$ cat config.mk
export PLATFORM = sky130hd
export DESIGN_NAME = present_dec
export DESIGN_NICKNAME = d
export VERILOG_FILES = /design/src/rtl/present_pkg.sv /design/src/rtl/present_inv_round.sv /design/src/rtl/present_dec.sv
export SDC_FILE = /design/constraint.sdc
export NUM_CORES = 1
export LEC_CHECK = 0
export CORE_MARGIN = 2
export CORE_UTILIZATION = 30
export CTS_CLUSTER_DIAMETER = 40
export DETAILED_ROUTE_END_ITERATION = 12
export DONT_BUFFER_PORTS = 1
export HOLD_SLACK_MARGIN = 0.05
export PLACE_DENSITY = 0.48
export SYNTH_ARGS = -nofsm -noshare
export SYNTH_HDL_FRONTEND = slang
export SYNTH_SLANG_ARGS = --single-unit
$ cat constraint.sdc
create_clock -name sys_clk -period 3.7 [get_ports sys_clk]
set_clock_uncertainty 0.1 [all_clocks]
set_input_delay 0.74 -clock sys_clk [delete_from_list [all_inputs] [get_ports sys_clk]]
set_output_delay 0.74 -clock sys_clk [all_outputs]
set_load 0.1 [all_outputs]
$ cat src/rtl/present_pkg.sv
// PRESENT-80 shared primitives: S-boxes, inverse pLayer, key schedule step.
// Shared by the encryptor and the present_dec decryptor.
package present_pkg;

    localparam logic [4:0] ROUNDS = 5'd31;

    typedef enum logic [1:0] {
        IDLE,
        KEYEXP,
        ROUND,
        DONE
    } dec_state_t;

    // nibble i of each table is the substitution of value i
    localparam logic [63:0] SBOX_TBL = 64'h2174_8FE3_DA09_B65C;
    localparam logic [63:0] INV_SBOX_TBL = 64'hA970_364B_D21C_8FE5;

    function automatic logic [3:0] sbox(input logic [3:0] x);
        return SBOX_TBL[{x, 2'b00} +: 4];
    endfunction

    function automatic logic [3:0] inv_sbox(input logic [3:0] x);
        return INV_SBOX_TBL[{x, 2'b00} +: 4];
    endfunction

    function automatic logic [63:0] inv_sbox_layer(input logic [63:0] x);
        logic [63:0] y;
        for (int n = 0; n < 16; n++) begin
            y[4*n +: 4] = inv_sbox(x[4*n +: 4]);
        end
        return y;
    endfunction

    function automatic logic [63:0] inv_player(input logic [63:0] x);
        logic [63:0] y;
        for (int i = 0; i < 63; i++) begin
            y[i] = x[(i * 16) % 63];
        end
        y[63] = x[63];
        return y;
    endfunction

    function automatic logic [79:0] key_fwd(
        input logic [79:0] k,
        input logic [4:0]  rc
    );
        logic [79:0] t;
        t = {k[18:0], k[79:19]};
        t[79:76] = sbox(t[79:76]);
        t[19:15] = t[19:15] ^ rc;
        return t;
    endfunction

    function automatic logic [63:0] bitrev64(input logic [63:0] x);
        logic [63:0] y;
        for (int i = 0; i < 64; i++) begin
            y[i] = x[63 - i];
        end
        return y;
    endfunction

endpackage

$ cat src/rtl/present_inv_round.sv
// PRESENT-80 combinational inverse round: invP, invS, key step back, key add.
module present_inv_round
    import present_pkg::*;
(
    input  logic [63:0] blk,
    input  logic [79:0] rkey,
    input  logic [4:0]  cnt,
    output logic [63:0] blk_nxt,
    output logic [79:0] rkey_nxt
);

    logic [79:0] k1;
    logic [63:0] d;

    always_comb begin
        d = inv_sbox_layer(inv_player(blk));
        k1 = rkey;
        k1[19:15] = k1[19:15] ^ cnt;
        k1[79:76] = inv_sbox(k1[79:76]);
        rkey_nxt = {k1[60:0], k1[79:61]};
        blk_nxt = d ^ rkey_nxt[79:16];
    end

endmodule

$ cat src/rtl/present_dec.sv
// PRESENT-80 iterative decryptor, one round per cycle.
// Optional round-32 key cache: define PRESENT_DEC_KEYCACHE_EN.
module present_dec
    import present_pkg::*;
(
    input  logic        sys_clk,
    input  logic        sys_rst_n,
    input  logic        decrypt_start,
    input  logic [0:63] state,
    input  logic [0:79] keys,
    output logic        busy,
    output logic        decrypt_end,
    output logic [0:63] result
);

    dec_state_t  st, st_n;
    logic [4:0]  cnt, cnt_n;
    logic [63:0] data, data_n;
    logic [79:0] key, key_n;
    logic [0:63] res_n;
    logic        busy_n, end_n;
    logic [63:0] round_blk, blk_nxt;
    logic [79:0] rkey_nxt;
    logic        hit;
    logic [79:0] hit_rk;

`ifdef PRESENT_DEC_KEYCACHE_EN
    logic        cache_vld;
    logic [79:0] cache_key;
    logic [79:0] cache_rk;

    assign hit = cache_vld && (cache_key == keys);
    assign hit_rk = cache_rk;

    always_ff @(posedge sys_clk) begin
        if (!sys_rst_n) begin
            cache_vld <= 1'b0;
            cache_key <= '0;
            cache_rk  <= '0;
        end else if (st == IDLE && decrypt_start && !hit) begin
            cache_vld <= 1'b0;
            cache_key <= keys;
        end else if (st == KEYEXP && cnt == ROUNDS) begin
            cache_vld <= 1'b1;
            cache_rk  <= key_n;
        end
    end
`else
    assign hit = 1'b0;
    assign hit_rk = '0;
`endif

    // first round cycle also strips the final whitening key K32
    assign round_blk = (cnt == ROUNDS) ? (data ^ key[79:16]) : data;

    present_inv_round u_round (
        .blk      (round_blk),
        .rkey     (key),
        .cnt      (cnt),
        .blk_nxt  (blk_nxt),
        .rkey_nxt (rkey_nxt)
    );

    always_comb begin
        st_n   = st;
        cnt_n  = cnt;
        data_n = data;
        key_n  = key;
        res_n  = result;
        busy_n = busy;
        end_n  = 1'b0;
        unique case (st)
            IDLE: begin
                if (decrypt_start) begin
                    data_n = bitrev64(state);
                    key_n  = keys;
                    busy_n = 1'b1;
                    if (hit) begin
                        key_n = hit_rk;
                        cnt_n = ROUNDS;
                        st_n  = ROUND;
                    end else begin
                        cnt_n = 5'd1;
                        st_n  = KEYEXP;
                    end
                end
            end
            KEYEXP: begin
                key_n = key_fwd(key, cnt);
                if (cnt == ROUNDS) begin
                    st_n = ROUND;
                end else begin
                    cnt_n = cnt + 5'd1;
                end
            end
            ROUND: begin
                data_n = blk_nxt;
                key_n  = rkey_nxt;
                cnt_n  = cnt - 5'd1;
                if (cnt == 5'd1) begin
                    res_n = blk_nxt;
                    st_n  = DONE;
                end
            end
            DONE: begin
                busy_n = 1'b0;
                end_n  = 1'b1;
                st_n   = IDLE;
            end
            default: st_n = IDLE;
        endcase
    end

    always_ff @(posedge sys_clk) begin
        if (!sys_rst_n) begin
            st          <= IDLE;
            cnt         <= '0;
            data        <= '0;
            key         <= '0;
            result      <= '0;
            busy        <= 1'b0;
            decrypt_end <= 1'b0;
        end else begin
            st          <= st_n;
            cnt         <= cnt_n;
            data        <= data_n;
            key         <= key_n;
            result      <= res_n;
            busy        <= busy_n;
            decrypt_end <= end_n;
        end
    end

endmodule

==> qor.csv <==
metric,value,unit
holdPathStages,2,
power.density,1142,mW/mm²
clock_latency,0.61,ns
ir_drop,519.4,µV
synth.net_count,2489,
r2r_cells,14,
hold_violations,0,
synth-edff-count,0,
cts_root_buf,clkbuf_16,
overflow,0,
cap_viol_max_count,0,
grtUsageTotal,26.32,%
syn-cell-area,0.01721,mm²
intPower,11050,µW
dr.first_iter.drc_count,1766,
arrival,3.94,ns
initial_core_util,30.40,%
viasPerCell,6.050,
die_y,243.5,µm
maxSlewHeadroom,21.71,%
portBuffers,0,
yosys_warnings,0,
ctsHoldBuffers,0,
die-area,0.05930,mm²
ios,213,
seq_area,0.004345,mm²
cts-htree-levels,2,
die_w,243.5,µm
seq_area_frac_synth,25.24,%
clk_pin_slew,0.05,ns
post-dp-hpwl,61820,µm
switchingPower,12070,µW
wl_per_cell,26.87,µm
final_cells,3030,
numCtsBuffers,53,
finalNetCount,2446,
vias,18330,
combinationalPowerShare,53.8,%
synth-main-ff-cell,dfxtp_1,
firstDrtPassIters,6,
syn-instance-count,2272,
clkPwrFrac,20.4,%
finalSetupViolCount,0,
rsz0062_at_grt,no,
numPlacedInstances,2926,
cts_tree,yes,
ant_nets,0,
clock-sinks,217,
grt_pass1_vias,16920,
cp-start-kind,flop,
layout-drive-gt1-share,13.00,%
endpoint_kind,flop,
status,"complete, no violations",
area_growth_syn_to_layout,17.64,%
max_slew.worst_pin.slew,1.173,ns
core-area,0.05660,mm²
max_freq,0.2827,GHz
setup_tns,0,ns
critPathMaxFanout,23,
grt_pass1_wl,116400,µm
antenna_found_initial,10,
p_leak,0.007554,µW
cts_buffer_depth,3,
drc,0,
n_fill_cell,5980,
ys_seq_elements,217,
grt_start_max_net_pins,109,
final_util,35.77,%
synth.avg_cell_area,7.575,µm²
critPathKind,flop to flop,
final_common_cell,nor2_1,
mostFrequentLayoutCells,"240 x nor2_1, 216 x dfxtp_1, 187 x a21oi_1",
multi_input_comb_area,0.01182,mm²
p_seq_share,25.8,%
holdCritPathClass,primary input to flop,
fin_crit_sh,95.60,%
finalWirelength,81420,µm
fin_ws,0.1627,ns
critical_path_required,4.10,ns
synth.distinct_cells,80,
fin_crit,3.537,ns
rows,87,
drv_slew,0,
post-place-ws,-0.001312,ns
synth-async-reset-ratio,0,%
gp_congestion,0.9355,
p_sw_share,52.21,%
-- kinds of logic after synthesis --
group                    Yosys count  synth area share [%]
buffers and inverters            282                 6.667
flip-flops                       217                 25.24
AO/OA/AOI/OAI                    765                 30.31
adder cells (fa/ha/maj)           70                 5.089
AND/OR/NAND/NOR                  782                 23.88
XOR/XNOR                         113                 6.056
multiplexers                      43                 2.755
-- state kept, by name (all words and copies together) (netlist names) --
signal / flops
key: 80
data: 64
result: 64
cnt: 5
st: 2
busy: 1
decrypt_end: 1
-- what timing repair did --
action,CTS,global route
resized for setup,1,3
setup endpoints to repair,1,20
buffers inserted,0,4
-- cell usage after synthesis, types with 10 or more instances --
cell type	number	area, µm²
a211o_1	15	131.4
a211oi_1	111	833.3
a21bo_2	24	240.2
a21boi_1	13	97.59
a21oi_1	187	935.9
a221oi_1	23	201.4
a22oi_1	96	720.7
a32oi_1	11	96.34
and2_1	23	143.9
and3_1	44	275.3
and3b_1	25	219.0
and4_1	13	113.9
buf_4	10	75.07
clkbuf_1	199	747.0
dfxtp_1	217	4344
ha_1	70	875.8
inv_1	50	187.7
mux2i_1	35	350.3
nand2_1	132	495.5
nand2b_1	11	68.82
nand3_1	42	210.2
nand3b_1	33	247.7
nand4_1	28	175.2
nand4b_1	17	148.9
nor2_1	240	900.9
nor3_1	53	265.3
nor4_1	14	87.58
nor4bb_1	10	100.1
o211ai_1	40	300.3
o21ai_0	96	480.5
o221ai_1	22	192.7
o22ai_1	45	281.5
or3_1	65	406.6
xnor2_1	63	551.8
xor2_1	43	376.6
-- cell type report --
type | instances | area share, %
Antenna cell | 4 | 0.04944
Clock buffer | 65 | 7.224
Clock inverter | 31 | 1.644
Inverter | 51 | 0.9579
Multi-Input combinational cell | 1773 | 58.38
Sequential cell | 217 | 21.46
Tap cell | 756 | 4.672
Timing Repair Buffer | 133 | 5.612
-- critical path, cell delays in order, from the launching register on --
cell and delay (ns):
dfxtp_2 0.42, ha_1 0.22, and3_1 0.21, ha_4 0.16, buf_12 0.14, buf_12 0.16
nand2_1 0.08, xnor2_1 0.23, inv_1 0.19, ha_1 0.26, or3_1 0.37, a32oi_1 0.41
buf_4 0.23, mux2i_1 0.18, nor2_1 0.06
-- path summary, 6_finish.rpt --
kind | end | slack [ns] | startpoint
worst min register to register | data[63] | 0.43 | data[63]
worst min-delay path | result[16] | 0.19 | sys_rst_n
worst max register to register | data[32] | 0.16 | cnt[0]
worst max-delay path | data[32] | 0.16 | cnt[0]
-- per-layer routing --
layer	vias to the layer above	track usage, %	routed length, µm
met5	-	0	37
met2	812	40.06	35230
met4	6	7.891	2305
met1	9016	36.54	36800
met3	125	6.411	7047
li1	8374	-	-
-- stage by stage --
stage                     cell area (µm²)  hold slack (ns)  power (µW)
final                               20250           0.1926       23120
after global routing                20240           0.1954       24300
after CTS                           20170           0.1758       22900
after detailed placement            18370           0.4218       18100
after global placement              18370           0.4150       18030
after floorplan                     17210           0.3827       12750
-- power groups by stage --
stage | Clock (µW) | Combinational (µW) | Sequential, µW
global route | 4890 | 13400 | 6020
global placement | 0 | 12100 | 5910
detailed placement | 0 | 12200 | 5920
CTS | 4770 | 12200 | 5880
floorplan | 0 | 8240 | 4510
finish | 4720 | 12400 | 5960
Note: power is estimated with default switching activity, not from simulation.
